File: src/rtl/aligner_apb_regs.sv
// APB3 slave register block for the aligner: CTRL config, FIFO level status,
// interrupt enable/status and registered irq output, with programmable wait states.
module aligner_apb_regs #(
  parameter int unsigned WAIT_STATES = 1,
  parameter int unsigned LVL_W       = 4
) (
  input  logic             pclk,
  input  logic             preset_n,
  input  logic             psel,
  input  logic             penable,
  input  logic             pwrite,
  input  logic [15:0]      paddr,
  input  logic [31:0]      pwdata,
  output logic [31:0]      prdata,
  output logic             pready,
  output logic             pslverr,
  output logic [2:0]       cfg_size_o,
  output logic [1:0]       cfg_offset_o,
  output logic             cfg_clr_o,
  input  logic [LVL_W-1:0] rx_lvl_i,
  input  logic [LVL_W-1:0] tx_lvl_i,
  input  logic [4:0]       irq_event_i,
  output logic             irq_o
);

  typedef enum logic {S_IDLE, S_ACCESS} state_e;

  localparam logic [13:0] A_CTRL   = 14'h0000;
  localparam logic [13:0] A_STATUS = 14'h0003;
  localparam logic [13:0] A_IRQEN  = 14'h003C;
  localparam logic [13:0] A_IRQ    = 14'h003D;

  state_e      state_q, state_d;
  logic [3:0]  cnt_q, cnt_d;
  logic [13:0] addr_q, addr_d;
  logic        write_q, write_d;
  logic [31:0] wdata_q, wdata_d;
  logic [2:0]  size_q, size_d;
  logic [1:0]  offset_q, offset_d;
  logic        clr_q, clr_d;
  logic [4:0]  irqen_q, irqen_d;
  logic [4:0]  irq_q, irq_d;
  logic        irq_o_q, irq_o_d;

  logic        sel_ctrl, sel_status, sel_irqen, sel_irq;
  logic        ctrl_legal, access_err, commit;
  logic [31:0] rdata;
  logic        unused_bits;

  assign unused_bits = ^{paddr[1:0], wdata_q[31:17], wdata_q[15:10], wdata_q[7:5]};

  // Decode and responses depend only on latched transfer state and registers.
  always_comb begin
    sel_ctrl   = (addr_q == A_CTRL);
    sel_status = (addr_q == A_STATUS);
    sel_irqen  = (addr_q == A_IRQEN);
    sel_irq    = (addr_q == A_IRQ);
    case (wdata_q[2:0])
      3'd1:    ctrl_legal = 1'b1;
      3'd2:    ctrl_legal = ~wdata_q[8];
      3'd4:    ctrl_legal = (wdata_q[9:8] == 2'd0);
      default: ctrl_legal = 1'b0;
    endcase
    access_err = ~(sel_ctrl | sel_status | sel_irqen | sel_irq)
               | (write_q & sel_status)
               | (write_q & sel_ctrl & ~ctrl_legal);
    rdata = '0;
    if (sel_ctrl)   rdata = {22'd0, offset_q, 5'd0, size_q};
    if (sel_status) rdata = 32'(rx_lvl_i) | (32'(tx_lvl_i) << 8);
    if (sel_irqen)  rdata = {27'd0, irqen_q};
    if (sel_irq)    rdata = {27'd0, irq_q};
    pready  = (state_q == S_ACCESS) && (cnt_q == 4'd0);
    pslverr = pready & access_err;
    prdata  = (pready & ~write_q & ~access_err) ? rdata : '0;
    commit  = pready & psel & penable;
  end

  always_comb begin
    state_d  = state_q;
    cnt_d    = cnt_q;
    addr_d   = addr_q;
    write_d  = write_q;
    wdata_d  = wdata_q;
    size_d   = size_q;
    offset_d = offset_q;
    irqen_d  = irqen_q;
    irq_d    = irq_q;
    clr_d    = 1'b0;
    irq_o_d  = |(irq_q & irqen_q);
    case (state_q)
      S_IDLE: begin
        if (psel && !penable) begin
          state_d = S_ACCESS;
          cnt_d   = 4'(WAIT_STATES);
          addr_d  = paddr[15:2];
          write_d = pwrite;
          wdata_d = pwdata;
        end
      end
      S_ACCESS: begin
        if (!psel) begin
          state_d = S_IDLE;
        end else if (penable) begin
          if (cnt_q != 4'd0) cnt_d = cnt_q - 4'd1;
          else               state_d = S_IDLE;
        end
      end
      default: state_d = S_IDLE;
    endcase
    if (commit && write_q && !access_err) begin
      if (sel_ctrl) begin
        size_d   = wdata_q[2:0];
        offset_d = wdata_q[9:8];
        clr_d    = wdata_q[16];
      end
      if (sel_irqen) irqen_d = wdata_q[4:0];
      if (sel_irq)   irq_d   = irq_q & ~wdata_q[4:0];
    end
    // Applied after W1C so a simultaneous event on the same bit wins.
    irq_d = irq_d | irq_event_i;
  end

  always_ff @(posedge pclk) begin
    if (!preset_n) begin
      state_q  <= S_IDLE;
      cnt_q    <= '0;
      addr_q   <= '0;
      write_q  <= 1'b0;
      wdata_q  <= '0;
      size_q   <= 3'd1;
      offset_q <= '0;
      clr_q    <= 1'b0;
      irqen_q  <= '0;
      irq_q    <= '0;
      irq_o_q  <= 1'b0;
    end else begin
      state_q  <= state_d;
      cnt_q    <= cnt_d;
      addr_q   <= addr_d;
      write_q  <= write_d;
      wdata_q  <= wdata_d;
      size_q   <= size_d;
      offset_q <= offset_d;
      clr_q    <= clr_d;
      irqen_q  <= irqen_d;
      irq_q    <= irq_d;
      irq_o_q  <= irq_o_d;
    end
  end

  assign cfg_size_o   = size_q;
  assign cfg_offset_o = offset_q;
  assign cfg_clr_o    = clr_q;
  assign irq_o        = irq_o_q;

endmodule
File: config.mk
export PLATFORM = sky130hd
export DESIGN_NAME = aligner_apb_regs
export DESIGN_NICKNAME = d
export VERILOG_FILES = /design/src/rtl/aligner_apb_regs.sv
export SDC_FILE = /design/constraint.sdc
export NUM_CORES = 1
export LEC_CHECK = 0
export ABC_CLOCK_PERIOD_IN_PS = 2300
export CAP_MARGIN = 10
export CORE_UTILIZATION = 35
export DETAILED_ROUTE_END_ITERATION = 8
export DONT_BUFFER_PORTS = 1
export GPL_ROUTABILITY_DRIVEN = 1
export SYNTH_ARGS = -nofsm -noshare
export SYNTH_HDL_FRONTEND = slang
export SYNTH_SLANG_ARGS = --single-unit
File: constraint.sdc
create_clock -name pclk -period 2.3 [get_ports pclk]
set_input_delay 0.23 -clock pclk [delete_from_list [all_inputs] [get_ports pclk]]
set_output_delay 0.23 -clock pclk [all_outputs]
set_load 0.05 [all_outputs]
==> results.txt, run 1 <==
Hold-fix buffers, CTS - 0
startpoint of the worst hold path - penable
P_leak - 1.08 nW
max_cap viols - 0
Min Clock Period, post-route - 2.35 ns
CTS tree - built
share of cells above drive strength 1 - 22.5%
drt first-iter violations - 136
Worst setup EP type - primary output
Reg clk slew, reported paths - 0.08 ns
Ports - 107
Worst VDD drop - 0.329 mV
YS warnings - 0
final setup violation count - 2
post-synth top area share - 38.0%
final hold vios - 0
Design Area, Final - 2870 um2
Synth Area per Inst - 7.87 um2
Longest Clk Path Bufs - 2
DP Cell Count - 391
largest net degree at the start of global routing - 26
Routed WL - 5790 um
GRT overflow - 0
most numerous cell in the Yosys netlist - nand2_1
global-route wire length before repair - 9440 um
FF-to-FF End - cfg_offset_o[1]$_SDFFE_PN0P_
drt wl/cell - 14.4 um
All-Layer GR Usage - 16.9%
final-stage net count - 391
Layout Cells excl Fill - 402
TritonCTS Sinks - 45
maximum clock frequency - 426 MHz
die area - 7100 um2
Reg area - 913 um2
clk_skew - 0.0139 ns
clock latency on the worst-skew pair - 0.31 ns
Worst Max-Slew Pin Slew - 0.534 ns
total CTS buffers - 5
top_reg_cell synth - dfxtp_1
post-synthesis sequential area ratio - 38.0%
initial core utilization - 36.7%
DRC - 18
Worst setup SP type - register
HPWL after detailed placement - 4330 um
Synth area leader - dfxtp_1
initial antenna violation count - 0
Die Ht - 84.3 um
area delta synth->final - 21.1%
FF+latch count, synth - 45
Worst EP required - 2.07 ns
most frequent cells after synthesis - nand2_1, dfxtp_1, a21oi_1
Row Count - 29
violated checks - design-rule violations, negative setup slack
Post-synth EDFFs - 0
final worst setup slack - -0.0475 ns
fin util - 44.4%
antenna cell count - 0
Final TNS setup - -0.0532 ns
CP Data Arrival Time - 2.12 ns
PwrDens - 595 nW/um2
reg-to-reg critical path startpoint - cnt_q[0]$_SDFFE_PN0P_
post-synth cell types - 43
vias - 2054
class of the worst hold path - input port to register
max-slew violation count - 0
Worst Hold Endpoint - state_q$_SDFF_PN0_
critical-path maximum fanout - 4
H-tree depth - 2
input/output buffers - 0
RSZ-0062 raised after global routing - true
worst reg-to-reg path cell count - 7
Mapped Area - 2370 um2
multi-input logic area - 1380 um2
worst slack, placed - 0.159 ns
Async SR Flop Fraction - 0%
cell count after synthesis - 301
post-route ant nets - 0
hold path cells - 1
top cells by area, synth - dfxtp_1, nand2_1, a21oi_1
period utilization - 102%
DR vias/cell - 5.11
critical path class - register to primary output
Placed Instance Area - 2690 um2
Core Area - 6460 um2
Die Wd - 84.3 um
Slew HR - 64.4%
TritonRoute pass-1 iters - 6
setup slack, reg-to-reg - 0.31 ns
Final GP Congestion - 0.827
Clock Root Buffer - clkbuf_8
outcome - complete, but fails checks
# fillers - 646
vias in the first global route - 1896
## stage by stage
step	total power, mW	hold WS (ns)
finish	1.71	0.0181
floorplan	1.10	0.317
CTS	1.72	0.0134
detailed placement	1.12	0.338
global route	1.80	0.00373
global placement	1.11	0.320
## worst max-delay path, cell delays in order (launching register included)
cell	delay (ns)
dfxtp_4	0.37
nor4_4	0.26
buf_4	0.19
nand2_4	0.05
a311o_2	0.44
buf_6	0.15
nor3_4	0.20
buf_12	0.16
## power breakdown
| group | internal [mW] | switching, mW | leakage, nW |
|---|---|---|---|
| clock | 0.326 | 0.270 | 0.0554 |
| sequential | 0.805 | 0.0312 | 0.370 |
| combinational | 0.0818 | 0.192 | 0.655 |
## per-layer routing
layer  part of all wire [%]  global-route usage, %  vias up
li1                       -                      -     1042
met1                     44                   21.7      929
met2                     47                   27.3       72
met3                    7.1                   4.13       11
met4                    2.1                   6.58        0
met5                      0                      0        -
## final cells by class
class | instances | area share (%)
multi-input combinational | 231 | 47.9
inverter | 9 | 1.18
tap | 77 | 3.36
clock buffer | 6 | 2.53
timing repair buffer | 32 | 11.8
sequential | 45 | 31.8
clock inverter | 2 | 1.35
## placed cells by master (no fill, tap or decap), types with 2 or more instances in the layout
cell type / synthesis / final
o21ai_0: 12 / 11
clkbuf_8: 0 / 5
nand3_1: 11 / 10
nand4_1: 5 / 5
dfxtp_2: 0 / 4
mux2i_1: 8 / 8
nor3b_1: 3 / 2
a22oi_1: 2 / 2
a21oi_2: 0 / 3
buf_12: 0 / 7
nor3_1: 4 / 3
nor2b_1: 4 / 4
inv_2: 0 / 2
nand2_1: 64 / 63
nor2_1: 13 / 11
o22ai_1: 3 / 3
dfxtp_1: 45 / 39
dfxtp_4: 0 / 2
xor2_1: 2 / 2
conb_1: 1 / 23
nor2_4: 0 / 2
and2_1: 5 / 5
buf_4: 23 / 22
or3b_2: 5 / 5
a31oi_1: 6 / 6
and3_1: 2 / 2
a21oi_1: 37 / 34
buf_6: 0 / 3
nor4_4: 3 / 3
inv_1: 9 / 7
## registers in the layout (all words and copies together) (netlist names)
signal and cells:
cnt_q 4, cfg_size_o 3, cfg_clr_o 1, irqen_q 5
cfg_offset_o 2, irq_o 1, wdata_q 8, addr_q 14
irq_q 5, write_q 1, state_q 1
## worst max-delay path by stage
stage | startpoint | to | slack, ns | cells after the start
after detailed placement | addr_q[2]$_SDFFE_PN0P_ | prdata[3] | 0.16 | 5
after floorplan | cnt_q[0]$_SDFFE_PN0P_ | prdata[3] | -0.01 | 7
after global routing | addr_q[2]$_SDFFE_PN0P_ | prdata[4] | -0.13 | 7
after global placement | addr_q[2]$_SDFFE_PN0P_ | prdata[3] | 0.20 | 5
final | addr_q[2]$_SDFFE_PN0P_ | prdata[4] | -0.05 | 7
after CTS | addr_q[5]$_SDFFE_PN0P_ | prdata[4] | -0.07 | 7
## repair_timing
action	4_1_cts	5_1_grt
resized for setup	7	9
hold endpoints to repair	0	0
pin swaps	4	5
endpoints found under the setup margin	7	8
buffers inserted	2	1
## kinds of logic after synthesis
kind of cell | share of synthesized area [%]
compound gates | 17.8
xor+xnor | 0.739
fa+ha+maj | 0.528
buf+inv | 11.2
flops | 38.0
mux | 3.38
other cells | 0.158
simple gates | 28.1
No activity file was read; power rests on OpenSTA's default activity.
==> run 2: changes to the inputs <==
--- a/config.mk
+++ b/config.mk
@@ -10,2 +10,3 @@
 export CORE_UTILIZATION = 35
+export CTS_CLUSTER_SIZE = 25
 export DETAILED_ROUTE_END_ITERATION = 8
--- a/constraint.sdc
+++ b/constraint.sdc
@@ -3,2 +3,2 @@
 set_output_delay 0.23 -clock pclk [all_outputs]
-set_load 0.05 [all_outputs]
+set_load 0.005 [all_outputs]
==> results.txt, run 2 (synthesis results as in run 1) <==
outcome - complete, but fails checks
violated checks - design-rule violations
Layout Cells excl Fill - 380 (-5.5%)
Reg clk slew, reported paths - 0.09 ns (about the same)
HPWL after detailed placement - 4260 um (-1.8%)
critical path class - register to primary output
Worst VDD drop - 0.330 mV (+0.19%)
vias in the first global route - 1844 (-2.7%)
Worst setup SP type - register
commonest non-fill, non-tap cell in the layout - nand2_1
Longest Clk Path Bufs - 2 (unchanged)
Design Area, Final - 2520 um2 (-12%)
CTS tree - built
die area - 7100 um2 (unchanged)
Min Clock Period, post-route - 2.17 ns (-0.176 ns)
final hold vios - 0 (unchanged)
Clock Root Buffer - clkbuf_8
max-slew violation count - 0 (unchanged)
Hold-fix buffers, CTS - 0 (unchanged)
Slew HR - 52.1% (-12 points)
drt wl/cell - 14.9 um (+3.3%)
Final TNS setup - 0 ns (+0.0532 ns)
area delta synth->final - 6.34%
DR vias/cell - 5.26 (+3.0%)
largest net degree at the start of global routing - 26 (unchanged)
crit path cell chain - inv_1 > ha_1 > and4bb_1 > nand3_1 > a311o_2 > a2111oi_4
post-route ant nets - 0 (unchanged)
Largest register FFs - 14 (unchanged)
antenna cell count - 0 (unchanged)
slowest cell delay on critical path - 0.42 ns (-0.02 ns)
initial core utilization - 36.7% (unchanged)
global-route wire length before repair - 9100 um (-3.6%)
biggest regs - addr_q: 14 flops, wdata_q: 8 flops
slowest cell on the critical path - a311o_2
Worst Max-Slew Pin Slew - 0.717 ns (+0.183 ns)
commonest non-fill, non-tap cells in the layout - nand2_1, dfxtp_1, a21oi_1
final-stage net count - 369 (-5.6%)
H-tree depth - 2 (unchanged)
GRT overflow - 0 (unchanged)
class of the worst hold path - input port to register
share of cells above drive strength 1 - 12.2% (-10 points)
Final GP Congestion - 0.871 (+5.3%)
maximum clock frequency - 460 MHz (+8.1%)
Die Wd - 84.3 um (unchanged)
fin util - 39.0% (-5.4 points)
drt first-iter violations - 158 (+16%)
input/output buffers - 0 (unchanged)
Core Area - 6460 um2 (unchanged)
max_cap viols - 0 (unchanged)
Worst setup EP type - primary output
largest register by flop count - addr_q
period utilization - 94.4% (-7.6 points)
All-Layer GR Usage - 16.4% (-0.46 points)
Placed Instance Area - 2390 um2 (-11%)
DP Cell Count - 371 (-5.1%)
Ports - 107 (unchanged)
CP Data Arrival Time - 1.94 ns (-0.18 ns)
clk_skew - 0.00958 ns (-0.00435 ns)
critical-path maximum fanout - 5 (+1)
TritonCTS Sinks - 45 (unchanged)
clock latency on the worst-skew pair - 0.30 ns (about the same)
Die Ht - 84.3 um (unchanged)
vias - 1999 (-2.7%)
DRC - 13 (-5)
final setup violation count - 0 (-2)
Row Count - 29 (unchanged)
total CTS buffers - 5 (unchanged)
PwrDens - 612 nW/um2 (+3.0%)
Routed WL - 5650 um (-2.3%)
TritonRoute pass-1 iters - 8 (+2)
Worst EP required - 2.07 ns (about the same)
initial antenna violation count - 0 (unchanged)
P_leak - 0.916 nW (-15%)
[run 2: changes by cell type in the layout (fill, tap and decap cells not counted), sizes merged]
cell    previous run  this run
inv                9        10
bufinv             1         0
buf               32        10
[run 2: worst max-delay path: cells and delay by family, from the launching register on]
family	cells	cell delay, ns
AOI/OAI and AO/OA	2	0.66
and+or+nand+nor	2	0.39
DFF	1	0.33
adders and majority gates	1	0.19
buffers and inverters	1	0.07
[run 2: timing repair]
| item | 4_1_cts | 5_1_grt |
|---|---|---|
| setup endpoints to repair | 0 | 2 |
| setup buffers | 0 | 1 |
| resized for setup | 0 | 5 |
[run 2: cell type report]
class / count / area [um2]
clock buffer: 6 / 82.6
sequential: 45 / 902
clock inverter: 2 / 17.5
tap: 77 / 96.3
inverter: 9 / 33.8
fill: 677 / 3940
timing repair buffer: 10 / 75.1
multi-input combinational: 231 / 1310
[run 2: power by group]
part	internal (mW)	total [mW]	switching, mW
registers	0.806	0.841	0.0347
logic	0.0694	0.171	0.102
clock network	0.250	0.531	0.282
[run 2: per-layer routing]
layer  vias up  global-route usage, %  wire length [um]
met2        81                   24.3              2470
li1        998                      -                 -
met5         -                      0                 0
met3         7                   5.11               508
met4         0                   6.27                68
met1       913                   22.2              2600
[run 2: path summary, 6_finish.rpt]
kind | from | to | slack [ns] | cells after the start
max | cnt_q[0]$_SDFFE_PN0P_ | prdata[3] | 0.13 | 6
min | penable | state_q$_SDFF_PN0_ | 0.01 | 1
max reg2reg | addr_q[5]$_SDFFE_PN0P_ | irq_q[2]$_SDFF_PN0_ | 0.40 | 4
min reg2reg | wdata_q[3]$_SDFFE_PN0P_ | irq_q[3]$_SDFF_PN0_ | 0.48 | 1
[run 2: metrics by stage]
stage | total power, mW | setup slack (ns) | hold slack (ns)
finish | 1.54 | 0.128 | 0.0100
CTS | 1.55 | 0.0346 | 0.00375
global placement | 1.02 | 0.383 | 0.318
floorplan | 1.01 | 0.454 | 0.317
detailed placement | 1.02 | 0.380 | 0.326
global route | 1.62 | -0.00246 | 0.00361
